[src/rtl/multicycle_ctrl_pkg.sv]
// ============================================================================
// multicycle_ctrl_pkg
// Shared encodings for the multicycle controller: states, instruction
// classes, immediate formats, opcodes and datapath select codes.
// Revision: 1.0
// ============================================================================
`default_nettype none

package multicycle_ctrl_pkg;

    typedef enum logic [2:0] {
        ST_FETCH  = 3'd0,
        ST_DECODE = 3'd1,
        ST_EXEC   = 3'd2,
        ST_MEM    = 3'd3,
        ST_WB     = 3'd4,
        ST_TRAP   = 3'd5
    } state_e;

    typedef enum logic [2:0] {
        CLS_ALU    = 3'd0,
        CLS_LOAD   = 3'd1,
        CLS_STORE  = 3'd2,
        CLS_BRANCH = 3'd3,
        CLS_JAL    = 3'd4,
        CLS_JALR   = 3'd5,
        CLS_AUIPC  = 3'd6
    } cls_e;

    localparam logic [2:0] c_FMT_R  = 3'd0;
    localparam logic [2:0] c_FMT_I  = 3'd1;
    localparam logic [2:0] c_FMT_S  = 3'd2;
    localparam logic [2:0] c_FMT_SB = 3'd3;
    localparam logic [2:0] c_FMT_U  = 3'd4;
    localparam logic [2:0] c_FMT_UJ = 3'd5;

    localparam logic [6:0] c_OPC_OP     = 7'b0110011;
    localparam logic [6:0] c_OPC_OP_IMM = 7'b0010011;
    localparam logic [6:0] c_OPC_LOAD   = 7'b0000011;
    localparam logic [6:0] c_OPC_JALR   = 7'b1100111;
    localparam logic [6:0] c_OPC_STORE  = 7'b0100011;
    localparam logic [6:0] c_OPC_BRANCH = 7'b1100011;
    localparam logic [6:0] c_OPC_LUI    = 7'b0110111;
    localparam logic [6:0] c_OPC_AUIPC  = 7'b0010111;
    localparam logic [6:0] c_OPC_JAL    = 7'b1101111;

    localparam logic [1:0] c_PC_SEL_PLUS4  = 2'd0;
    localparam logic [1:0] c_PC_SEL_TARGET = 2'd1;
    localparam logic [1:0] c_PC_SEL_JALR   = 2'd2;

    localparam logic [1:0] c_WB_SEL_ALU = 2'd0;
    localparam logic [1:0] c_WB_SEL_MEM = 2'd1;
    localparam logic [1:0] c_WB_SEL_PC4 = 2'd2;

    function automatic logic fmt_sign_ext(input logic [2:0] fmt);
        return (fmt == c_FMT_I) || (fmt == c_FMT_S) || (fmt == c_FMT_SB);
    endfunction

endpackage

`default_nettype wire

[src/rtl/multicycle_ctrl_opcode_classify.sv]
// ============================================================================
// multicycle_ctrl_opcode_classify
// Combinational opcode decode into immediate format, class and illegal flag.
// Revision: 1.0
// ============================================================================
`default_nettype none

module multicycle_ctrl_opcode_classify
    import multicycle_ctrl_pkg::*;
(
    input  logic [6:0] opcode_i,
    output logic [2:0] fmt_o,
    output logic [2:0] cls_o,
    output logic       illegal_o
);

    always_comb begin
        fmt_o     = c_FMT_R;
        cls_o     = CLS_ALU;
        illegal_o = 1'b0;
        case (opcode_i)
            c_OPC_OP:     fmt_o = c_FMT_R;
            c_OPC_OP_IMM: fmt_o = c_FMT_I;
            c_OPC_LOAD:   begin fmt_o = c_FMT_I;  cls_o = CLS_LOAD;   end
            c_OPC_JALR:   begin fmt_o = c_FMT_I;  cls_o = CLS_JALR;   end
            c_OPC_STORE:  begin fmt_o = c_FMT_S;  cls_o = CLS_STORE;  end
            c_OPC_BRANCH: begin fmt_o = c_FMT_SB; cls_o = CLS_BRANCH; end
            c_OPC_LUI:    fmt_o = c_FMT_U;
            c_OPC_AUIPC:  begin fmt_o = c_FMT_U;  cls_o = CLS_AUIPC;  end
            c_OPC_JAL:    begin fmt_o = c_FMT_UJ; cls_o = CLS_JAL;    end
            default:      illegal_o = 1'b1;
        endcase
    end

endmodule

`default_nettype wire

[src/rtl/multicycle_ctrl.sv]
// ============================================================================
// multicycle_ctrl
// FETCH/DECODE/EXEC/MEM/WB control FSM for a non-pipelined RV32I datapath.
// Revision: 1.0
// ============================================================================
`default_nettype none

module multicycle_ctrl
    import multicycle_ctrl_pkg::*;
#(
    parameter int CNT_W = 32
) (
    input  logic             clk,
    input  logic             rst_n,
    input  logic [31:0]      inst_i,
    input  logic             halt_i,
    input  logic             mem_ready_i,
    input  logic             branch_taken_i,
    output logic             mem_req_o,
    output logic             mem_we_o,
    output logic             mem_addr_sel_o,
    output logic             ir_we_o,
    output logic             pc_we_o,
    output logic [1:0]       pc_sel_o,
    output logic             reg_we_o,
    output logic [1:0]       wb_sel_o,
    output logic             alu_src_a_o,
    output logic             alu_src_b_o,
    output logic [2:0]       inst_format_o,
    output logic             sign_ext_o,
    output logic             illegal_o,
    output logic [CNT_W-1:0] instret_o
);

    state_e           state_q, state_d;
    cls_e             cls_q, cls_d;
    logic [2:0]       fmt_q, fmt_d;
    logic             illegal_q, illegal_d;
    logic [CNT_W-1:0] instret_q, instret_d;

    logic [2:0] w_fmt;
    logic [2:0] w_cls;
    logic       w_illegal;
    logic       unused_inst;

    assign unused_inst = ^inst_i[31:7];

    multicycle_ctrl_opcode_classify u_classify (
        .opcode_i  (inst_i[6:0]),
        .fmt_o     (w_fmt),
        .cls_o     (w_cls),
        .illegal_o (w_illegal)
    );

    always_ff @(posedge clk or negedge rst_n) begin
        if (!rst_n) begin
            state_q   <= ST_FETCH;
            cls_q     <= CLS_ALU;
            fmt_q     <= c_FMT_R;
            illegal_q <= 1'b0;
            instret_q <= '0;
        end else begin
            state_q   <= state_d;
            cls_q     <= cls_d;
            fmt_q     <= fmt_d;
            illegal_q <= illegal_d;
            instret_q <= instret_d;
        end
    end

    always_comb begin
        state_d        = state_q;
        cls_d          = cls_q;
        fmt_d          = fmt_q;
        illegal_d      = illegal_q;
        mem_req_o      = 1'b0;
        mem_we_o       = 1'b0;
        mem_addr_sel_o = 1'b0;
        ir_we_o        = 1'b0;
        pc_we_o        = 1'b0;
        pc_sel_o       = c_PC_SEL_PLUS4;
        reg_we_o       = 1'b0;
        wb_sel_o       = c_WB_SEL_ALU;
        alu_src_a_o    = 1'b0;
        alu_src_b_o    = 1'b0;
        case (state_q)
            ST_FETCH: begin
                // rst_n gating makes the fetch request drop the instant reset asserts
                if (rst_n && !halt_i) begin
                    mem_req_o = 1'b1;
                    if (mem_ready_i) begin
                        ir_we_o = 1'b1;
                        state_d = ST_DECODE;
                    end
                end
            end
            ST_DECODE: begin
                if (w_illegal) begin
                    illegal_d = 1'b1;
                    state_d   = ST_TRAP;
                end else begin
                    fmt_d   = w_fmt;
                    cls_d   = cls_e'(w_cls);
                    state_d = ST_EXEC;
                end
            end
            ST_EXEC: begin
                alu_src_b_o = (fmt_q != c_FMT_R) && (fmt_q != c_FMT_SB);
                alu_src_a_o = (cls_q == CLS_AUIPC) || (cls_q == CLS_JAL);
                case (cls_q)
                    CLS_LOAD, CLS_STORE: state_d = ST_MEM;
                    CLS_BRANCH: begin
                        pc_we_o  = 1'b1;
                        pc_sel_o = branch_taken_i ? c_PC_SEL_TARGET : c_PC_SEL_PLUS4;
                        state_d  = ST_FETCH;
                    end
                    default: state_d = ST_WB;
                endcase
            end
            ST_MEM: begin
                mem_req_o      = 1'b1;
                mem_addr_sel_o = 1'b1;
                mem_we_o       = (cls_q == CLS_STORE);
                if (mem_ready_i) begin
                    if (cls_q == CLS_STORE) begin
                        pc_we_o = 1'b1;
                        state_d = ST_FETCH;
                    end else begin
                        state_d = ST_WB;
                    end
                end
            end
            ST_WB: begin
                reg_we_o = 1'b1;
                pc_we_o  = 1'b1;
                case (cls_q)
                    CLS_LOAD: wb_sel_o = c_WB_SEL_MEM;
                    CLS_JAL:  begin wb_sel_o = c_WB_SEL_PC4; pc_sel_o = c_PC_SEL_TARGET; end
                    CLS_JALR: begin wb_sel_o = c_WB_SEL_PC4; pc_sel_o = c_PC_SEL_JALR;   end
                    default:  wb_sel_o = c_WB_SEL_ALU;
                endcase
                state_d = ST_FETCH;
            end
            ST_TRAP: state_d = ST_TRAP;
            default: state_d = ST_FETCH;
        endcase
        instret_d = pc_we_o ? instret_q + CNT_W'(1) : instret_q;
    end

    assign inst_format_o = fmt_q;
    assign sign_ext_o    = fmt_sign_ext(fmt_q);
    assign illegal_o     = illegal_q;
    assign instret_o     = instret_q;

endmodule

`default_nettype wire

[config.mk]
export PLATFORM = sky130hd
export DESIGN_NAME = multicycle_ctrl
export DESIGN_NICKNAME = d
export VERILOG_FILES = /design/src/rtl/multicycle_ctrl_pkg.sv /design/src/rtl/multicycle_ctrl_opcode_classify.sv /design/src/rtl/multicycle_ctrl.sv
export SDC_FILE = /design/constraint.sdc
export NUM_CORES = 1
export LEC_CHECK = 0
export BUFFER_PORTS_ARGS = -buffer_cell sky130_fd_sc_hd__buf_2
export CAP_MARGIN = 30
export CORE_ASPECT_RATIO = 0.9
export CORE_MARGIN = 2
export CORE_UTILIZATION = 40
export CTS_BUF_LIST = sky130_fd_sc_hd__clkbuf_16
export DETAILED_ROUTE_END_ITERATION = 12
export GPL_TIMING_DRIVEN = 0
export PLACE_DENSITY_LB_ADDON = 0.1
export SYNTH_ARGS = -nofsm -noshare
export SYNTH_HDL_FRONTEND = slang
export SYNTH_SLANG_ARGS = --single-unit
[constraint.sdc]
create_clock -name clk -period 1.9 [get_ports clk]
set_clock_uncertainty 0.15 [all_clocks]
set_input_delay 0 -clock clk [delete_from_list [all_inputs] [get_ports clk]]
set_output_delay 0 -clock clk [all_outputs]
set_load 0.05 [all_outputs]
==> results of run 1 <==
==> final cells by class <==
cell class,instances,area share
multi-input combinational,181,0.456
sequential,42,0.278
timing repair buffer,84,0.158
buffer,10,0.0381
clock buffer,5,0.0326
tap,87,0.0283
inverter,7,0.00684
clock inverter,3,0.00293
==> cell families after synthesis <==
kind of cell,Yosys count,synth area share
buffers and inverters,20,0.0437
multiplexers,7,0.0309
AO/OA/AOI/OAI,51,0.192
AND/OR/NAND/NOR,89,0.202
adder cells (fa/ha/maj),1,0.00491
XOR/XNOR,33,0.113
flip-flops,42,0.412
==> registers in the layout, summed over array words and instances (netlist names) <==
| register | flops |
|---|---|
| instret_o | 32 |
| cls_q | 3 |
| inst_format_o | 3 |
| state_q | 3 |
| illegal_o | 1 |
==> per-layer routing <==
metal / track usage / part of all wire / up-vias
li1: - / - / 1082
met1: 0.320 / 0.51 / 1125
met2: 0.312 / 0.45 / 49
met3: 0.0321 / 0.033 / 5
met4: 0.0409 / 0.0058 / 0
met5: 0 / 0 / -
==> where the power goes <==
group          leakage (nW)  total [W]  internal (W)  switching [W]
Sequential            0.430    0.00131       0.00108       0.000227
Clock                0.0776   0.000794      0.000472       0.000322
Combinational         0.931    0.00268      0.000907        0.00178
==> critical path, cell delays in order, from the launching register on <==
cell and delay [ns]:
dfrtp_2 0.41, nand2b_4 0.14, or4_4 0.65, buf_6 0.17, buf_16 0.13, a211oi_4 0.23
xor2_1 0.17
==> worst paths after layout <==
path,startpoint,to
worst min register to register,instret_o[31]$_DFFE_PN0P_,instret_o[31]$_DFFE_PN0P_
worst min-delay path,rst_n,instret_o[28]$_DFFE_PN0P_
worst max register to register,cls_q[0]$_DFFE_PN0P_,instret_o[17]$_DFFE_PN0P_
max in group asynchronous,rst_n,instret_o[4]$_DFFE_PN0P_
worst max-delay path,cls_q[0]$_DFFE_PN0P_,instret_o[17]$_DFFE_PN0P_
min in group clk,inst_i[0],inst_format_o[2]$_DFFE_PN0P_
==> cells in the final DEF (no fill, tap or decap), types with 9 or more instances in the layout <==
master / synthesis / routed
buf_2: 2 / 53
inv_1: 7 / 10
buf_4: 3 / 17
dfrtp_2: 0 / 14
a2111oi_4: 1 / 15
nand2_1: 17 / 15
nand4_1: 9 / 9
nand3_1: 13 / 12
xor2_1: 30 / 30
nor2_1: 9 / 9
buf_6: 3 / 9
dfrtp_1: 42 / 28
==> through the flow <==
stage	power (W)	setup WS [ns]	utilization	setup TNS [ns]
global route	0.00505	-0.301	0.625	-6.48
finish	0.00479	-0.230	0.625	-4.50
CTS	0.00473	-0.219	0.611	-4.88
floorplan	0.00295	-0.285	-	-5.86
global placement	0.00341	-0.303	0.502	-7.43
detailed placement	0.00343	-0.333	0.505	-8.34
==> timing repair <==
action                                  CTS  global route
pin swaps                                14            14
hold buffers                              2             0
setup buffers                            14             4
endpoints found under the setup margin   39            45
hold endpoints to repair                 43             0
cloned                                    3             0
resized for setup                        52            20
==> impl_metrics.py, run 1 <==
metrics = {
    "logic_synthesis": {
        "synthCells": 243,
        "synthFlopType": "dfrtp_1",
        "synthArstFlopShare": 1.00,
        "synth_area_per_cell_um2": 10.5,
        "synth_most_common_cell": "dfrtp_1",
        "synth_top_area_share": 0.412,
        "synth_warnings": 0,
        "synth_edf_count": 0,
        "ys_ff_latch": 42,
        "syn_nets": 281,
        "synthesis.area_mm2": 0.00255,
        "synth_common_cells": "42 x dfrtp_1, 30 x xor2_1, 17 x nand2_1, 14 x a2111oi_2",
        "yosys.area.top_type": "dfrtp_1",
        "synth_cell_types": 50,
        "yosys-top-cells-area": "dfrtp_1 41%, xor2_1 10%, a2111oi_2 8.2%",
        "yosysSeqAreaShare": 0.412,
    },
    "setup_path": {
        "crit_type": "flop to flop",
        "cp-start-kind": "flop",
        "worstSetupEndpointType": "flop",
        "reg2reg_depth": 6,
        "reg2reg_setup_slack_ns": -0.23,
        "worstPathRequired_ns": 1.95,
        "cp.arrival_ns": 2.18,
        "path_max_fanout": 6,
    },
    "floorplanning": {
        "row_count": 27,
        "fp.coreArea_mm2": 0.00615,
        "initial_core_util": 0.415,
        "io_pins": 86,
        "die_w_um": 88.1,
        "fp.dieArea_mm2": 0.00703,
        "dieHeight_um": 79.7,
    },
    "finish": {
        "nets": 369,
        "ff_latch_area_mm2": 0.00107,
        "diodes": 0,
        "stdcell_count": 419,
        "multi_input_area_mm2": 0.00175,
        "final_cell_area_mm2": 0.00384,
        "area_growth_syn_to_layout_pct": 50.8,
        "fillCellCount": 524,
        "drive_gt1_frac": 0.488,
    },
    "grt": {
        "grt_max_degree": 31,
        "grt_pass1_vias": 2127,
        "grt_pass1_wl_um": 11300,
        "track_usage": 0.209,
        "antenna_found_initial": 0,
        "grt_overflow": 0,
    },
    "pwr": {
        "p_leak_nw": 1.44,
        "vdd_ir_drop_max_v": 0.000889,
        "cellPowerDensity_mw_per_mm2": 1250,
    },
    "clocking": {
        "clk_pin_slew_ns": 0.06,
        "htreeDepth": 2,
        "cts_tree": "done",
        "cts_made_buffers": 5,
        "clk_path_buf_depth": 2,
        "clk_latency_ns": 0.28,
        "cts_sinks": 42,
        "root_buffer": "clkbuf_16",
    },
    "place": {
        "post_dp_cell_area_mm2": 0.00311,
        "hpwl_um": 4590,
        "place_inst": 391,
        "gp_congestion": 0.785,
        "io_buffers": 60,
    },
    "timing": {
        "setup_viol": 32,
        "period_minus_slack_ns": 2.13,
        "maxSlewViolCount": 0,
        "rsz0062_at_grt": "true",
        "worst-slew-pin-transition_ns": 0.390,
        "finalCritPeriodShare": 1.12,
        "slew_headroom": 0.733,
        "clock.fmax_ghz": 0.469,
        "worst_slack_ns": -0.230,
        "hold_ws_ns": 0.000792,
        "hold_viol": 0,
    },
    "job": {
        "drv_cap": 0,
    },
    "routing": {
        "drc": 0,
        "drtIter0Drc": 107,
        "wl_per_cell_um": 16.4,
        "finalWirelength_um": 6890,
        "num_vias": 2261,
        "viasPerCell": 5.40,
        "drt_first_pass_iters": 4,
        "final_antenna_net_count": 0,
    },
    "run_status": {
        "violations": "setup timing",
        "status": "complete, but fails checks",
    },
    "min_path": {
        "hp-class": "input port to asynchronous set/reset pin",
    },
}
(Power assumes the default switching activity.)
==> inputs of run 2 (changes only) <==
- ABC_AREA: default -> 1
==> impl_metrics.py, run 2 <==
metrics = {
    "run_status": {
        "status": "complete, but fails checks",
        "violations": "hold timing",
    },
    "finish": {
        "drive_gt1_frac": 0.222,
        "largest_reg_flops": 32,
        "area_growth_syn_to_layout_pct": 30.3,
        "final_common_cell": "nand2_1",
        "final_util": 0.550,
        "diodes": 0,
        "final_cell_mix": "150 x nand2_1, 58 x buf_2, 54 x nor2_1, 41 x inv_1, 37 x dfrtp_1",
        "nets": 505,
    },
    "floorplanning": {
        "dieHeight_um": 80.8,
        "initial_core_util": 0.422,
        "fp.coreArea_mm2": 0.00622,
        "die_w_um": 89.3,
        "io_pins": 86,
        "fp.dieArea_mm2": 0.00722,
        "row_count": 27,
    },
    "pwr": {
        "p_sw_w": 0.00114,
        "vdd_ir_drop_max_v": 0.000461,
        "p_clk_frac": 0.315,
        "pwr-share-seq": 0.370,
        "p_leak_nw": 1.62,
        "p_int_w": 0.00187,
        "swShare": 0.378,
        "comb_power_share": 0.315,
        "power_w": 0.00300,
        "cellPowerDensity_mw_per_mm2": 879,
    },
    "logic_synthesis": {
        "synthFlopType": "dfrtp_1",
        "synthCells": 391,
        "synth_top_area_share": 0.401,
        "synth_edf_count": 0,
        "synth_most_common_cell": "nand2_1",
        "synthesis.area_mm2": 0.00262,
        "synthArstFlopShare": 1.00,
        "yosysSeqAreaShare": 0.401,
        "yosys-top-cells-area": "dfrtp_1 40%, nand2_1 21%, nor2_1 8.7%",
        "synth_common_cells": "150 x nand2_1, 61 x nor2_1, 42 x dfrtp_1, 40 x inv_1, 26 x nand3_1",
        "synth_cell_types": 23,
        "yosys.area.top_type": "dfrtp_1",
        "synth_warnings": 0,
        "ys_ff_latch": 42,
        "syn_nets": 429,
        "synth_area_per_cell_um2": 6.70,
    },
    "setup_path": {
        "cp-start-kind": "flop",
        "cp.arrival_ns": 1.62,
        "crit_type": "flop to output pin",
        "worstSetupEndpointType": "output pin",
        "worstPathRequired_ns": 1.75,
        "rr_startpoint": "instret_o[0]$_DFFE_PN0P_",
        "path_max_fanout": 10,
        "reg2reg_depth": 8,
        "reg2reg_setup_slack_ns": 0.13,
        "r2r_end": "instret_o[20]$_DFFE_PN0P_",
    },
    "routing": {
        "wl_per_cell_um": 12.3,
        "drtIter0Drc": 163,
        "viasPerCell": 4.80,
        "finalWirelength_um": 6830,
        "drt_first_pass_iters": 4,
        "final_antenna_net_count": 0,
        "drc": 0,
        "num_vias": 2662,
    },
    "min_path": {
        "hp-class": "input port to asynchronous set/reset pin",
    },
    "clocking": {
        "clk_path_buf_depth": 2,
        "cts_tree": "done",
        "cts_made_buffers": 5,
        "clk_pin_slew_ns": 0.06,
        "clk_latency_ns": 0.28,
        "cts_sinks": 42,
        "htreeDepth": 2,
        "root_buffer": "clkbuf_16",
    },
    "grt": {
        "grt_overflow": 0,
        "busiest_layer": "met2",
        "gr-usage-met1": 0.263,
        "grt_pass1_wl_um": 11400,
        "grt_max_degree": 31,
        "grt_use_met3": 0.0427,
        "antenna_found_initial": 0,
        "track_usage": 0.202,
        "met2_usage": 0.341,
        "grt_pass1_vias": 2514,
    },
    "timing": {
        "maxSlewViolCount": 0,
        "hold_ws_ns": -0.0335,
        "worst-slew-pin-transition_ns": 0.378,
        "hold_viol": 13,
        "clock.fmax_ghz": 0.564,
        "finalCritPeriodShare": 0.933,
        "period_minus_slack_ns": 1.77,
        "setup_viol": 0,
        "slew_headroom": 0.746,
    },
    "job": {
        "drv_cap": 0,
    },
    "place": {
        "io_buffers": 60,
        "gp_congestion": 0.864,
        "hpwl_um": 5080,
    },
}
-- run 2: cell count changes in the layout (fill, tap and decap cells not counted), sizes merged, moves of 6 or more --
cell	before	now
a2111oi	16	0
a211oi	8	0
a21oi	13	2
and4	6	0
buf	89	67
inv	10	43
mux2	7	0
nand2	17	151
nand3	13	27
nor2	9	64
nor3	2	8
o21ai	1	14
xnor2	3	11
xor2	30	7
-- run 2: how the worst max path moves through the flow --
| stage | start | end | slack (ns) | cells past startpoint |
|---|---|---|---|---|
| 2_1_floorplan | state_q[2]$_DFFE_PN0P_ | mem_req_o | -0.04 | 3 |
| 3_3_place_gp | instret_o[0]$_DFFE_PN0P_ | instret_o[22]$_DFFE_PN0P_ | -0.01 | 7 |
| 3_5_place_dp | instret_o[0]$_DFFE_PN0P_ | instret_o[22]$_DFFE_PN0P_ | -0.007 | 7 |
| 4_1_cts | cls_q[0]$_DFFE_PN0P_ | pc_we_o | 0.004 | 7 |
| 5_1_grt | instret_o[5]$_DFFE_PN0P_ | instret_o[23]$_DFFE_PN0P_ | -0.04 | 9 |
| 6_report | cls_q[0]$_DFFE_PN0P_ | pc_we_o | 0.13 | 7 |
-- run 2: metal layers --
| layer | vias up | part of all wire | routed length [um] |
|---|---|---|---|
| met2 | 75 | 0.48 | 3250 |
| met4 | 0 | 0.016 | 106 |
| met1 | 1211 | 0.46 | 3130 |
| li1 | 1365 | - | - |
| met3 | 11 | 0.051 | 350 |
| met5 | - | 0 | 0 |
-- run 2: cells by family after synthesis --
group / after synthesis / share of synthesized area
xor gates and xnor gates: 18 / 0.0601
adders and majority gates: 1 / 0.00477
DFF: 42 / 0.401
AOI/OAI and AO/OA: 17 / 0.0334
and+or+nand+nor: 267 / 0.426
buffers and inverters: 46 / 0.0749
-- run 2: what timing repair did --
item / CTS / global route
endpoints found under the setup margin: 3 / 14
endpoints found under the hold margin: 45 / 0
gates resized for setup: 7 / 15
gates cloned: 0 / 1
buffers inserted: 0 / 2
pin swaps: 0 / 2
hold buffers: 5 / 0
-- run 2: per-stage QoR --
| stage | cell area [um2] | TNS (ns) | instances | hold slack, ns | setup slack [ns] |
|---|---|---|---|---|---|
| after detailed placement | 3100 | -0.00746 | 539 | -0.227 | -0.00746 |
| after CTS | 3330 | 0 | 552 | 0.00772 | 0.00386 |
| final | 3420 | 0 | 555 | -0.0335 | 0.127 |
| after floorplan | 2670 | -0.0756 | 391 | -0.446 | -0.0448 |
| after global placement | 3080 | -0.0126 | 538 | 0.0621 | -0.0126 |
| after global routing | 3420 | -0.0894 | 555 | 0.00533 | -0.0393 |
-- run 2: worst max-delay path: stages (launching register included) --
cell and delay [ns]:
dfrtp_2 0.44, inv_1 0.11, nand3_2 0.13, nor2_4 0.12, nand2_1 0.09, nand2_4 0.12, buf_6 0.16, buf_6 0.17
-- run 2: final cells by class --
class	instances	area [um2]
Buffer	5	46.3
Clock inverter	3	37.5
Sequential cell	42	1060
Inverter	41	154
Multi-Input combinational cell	303	1470
Fill cell	635	2800
Tap cell	87	109
Clock buffer	5	125
Timing Repair Buffer	69	422
-- run 2: power groups by stage --
stage / clock, W / combinational [W] / sequential [W]
floorplan: 0 / 0.000462 / 0.00131
global route: 0.00101 / 0.00103 / 0.00113
detailed placement: 0 / 0.000906 / 0.00112
global placement: 0 / 0.000897 / 0.00112
finish: 0.000945 / 0.000947 / 0.00111
CTS: 0.000959 / 0.000928 / 0.00111
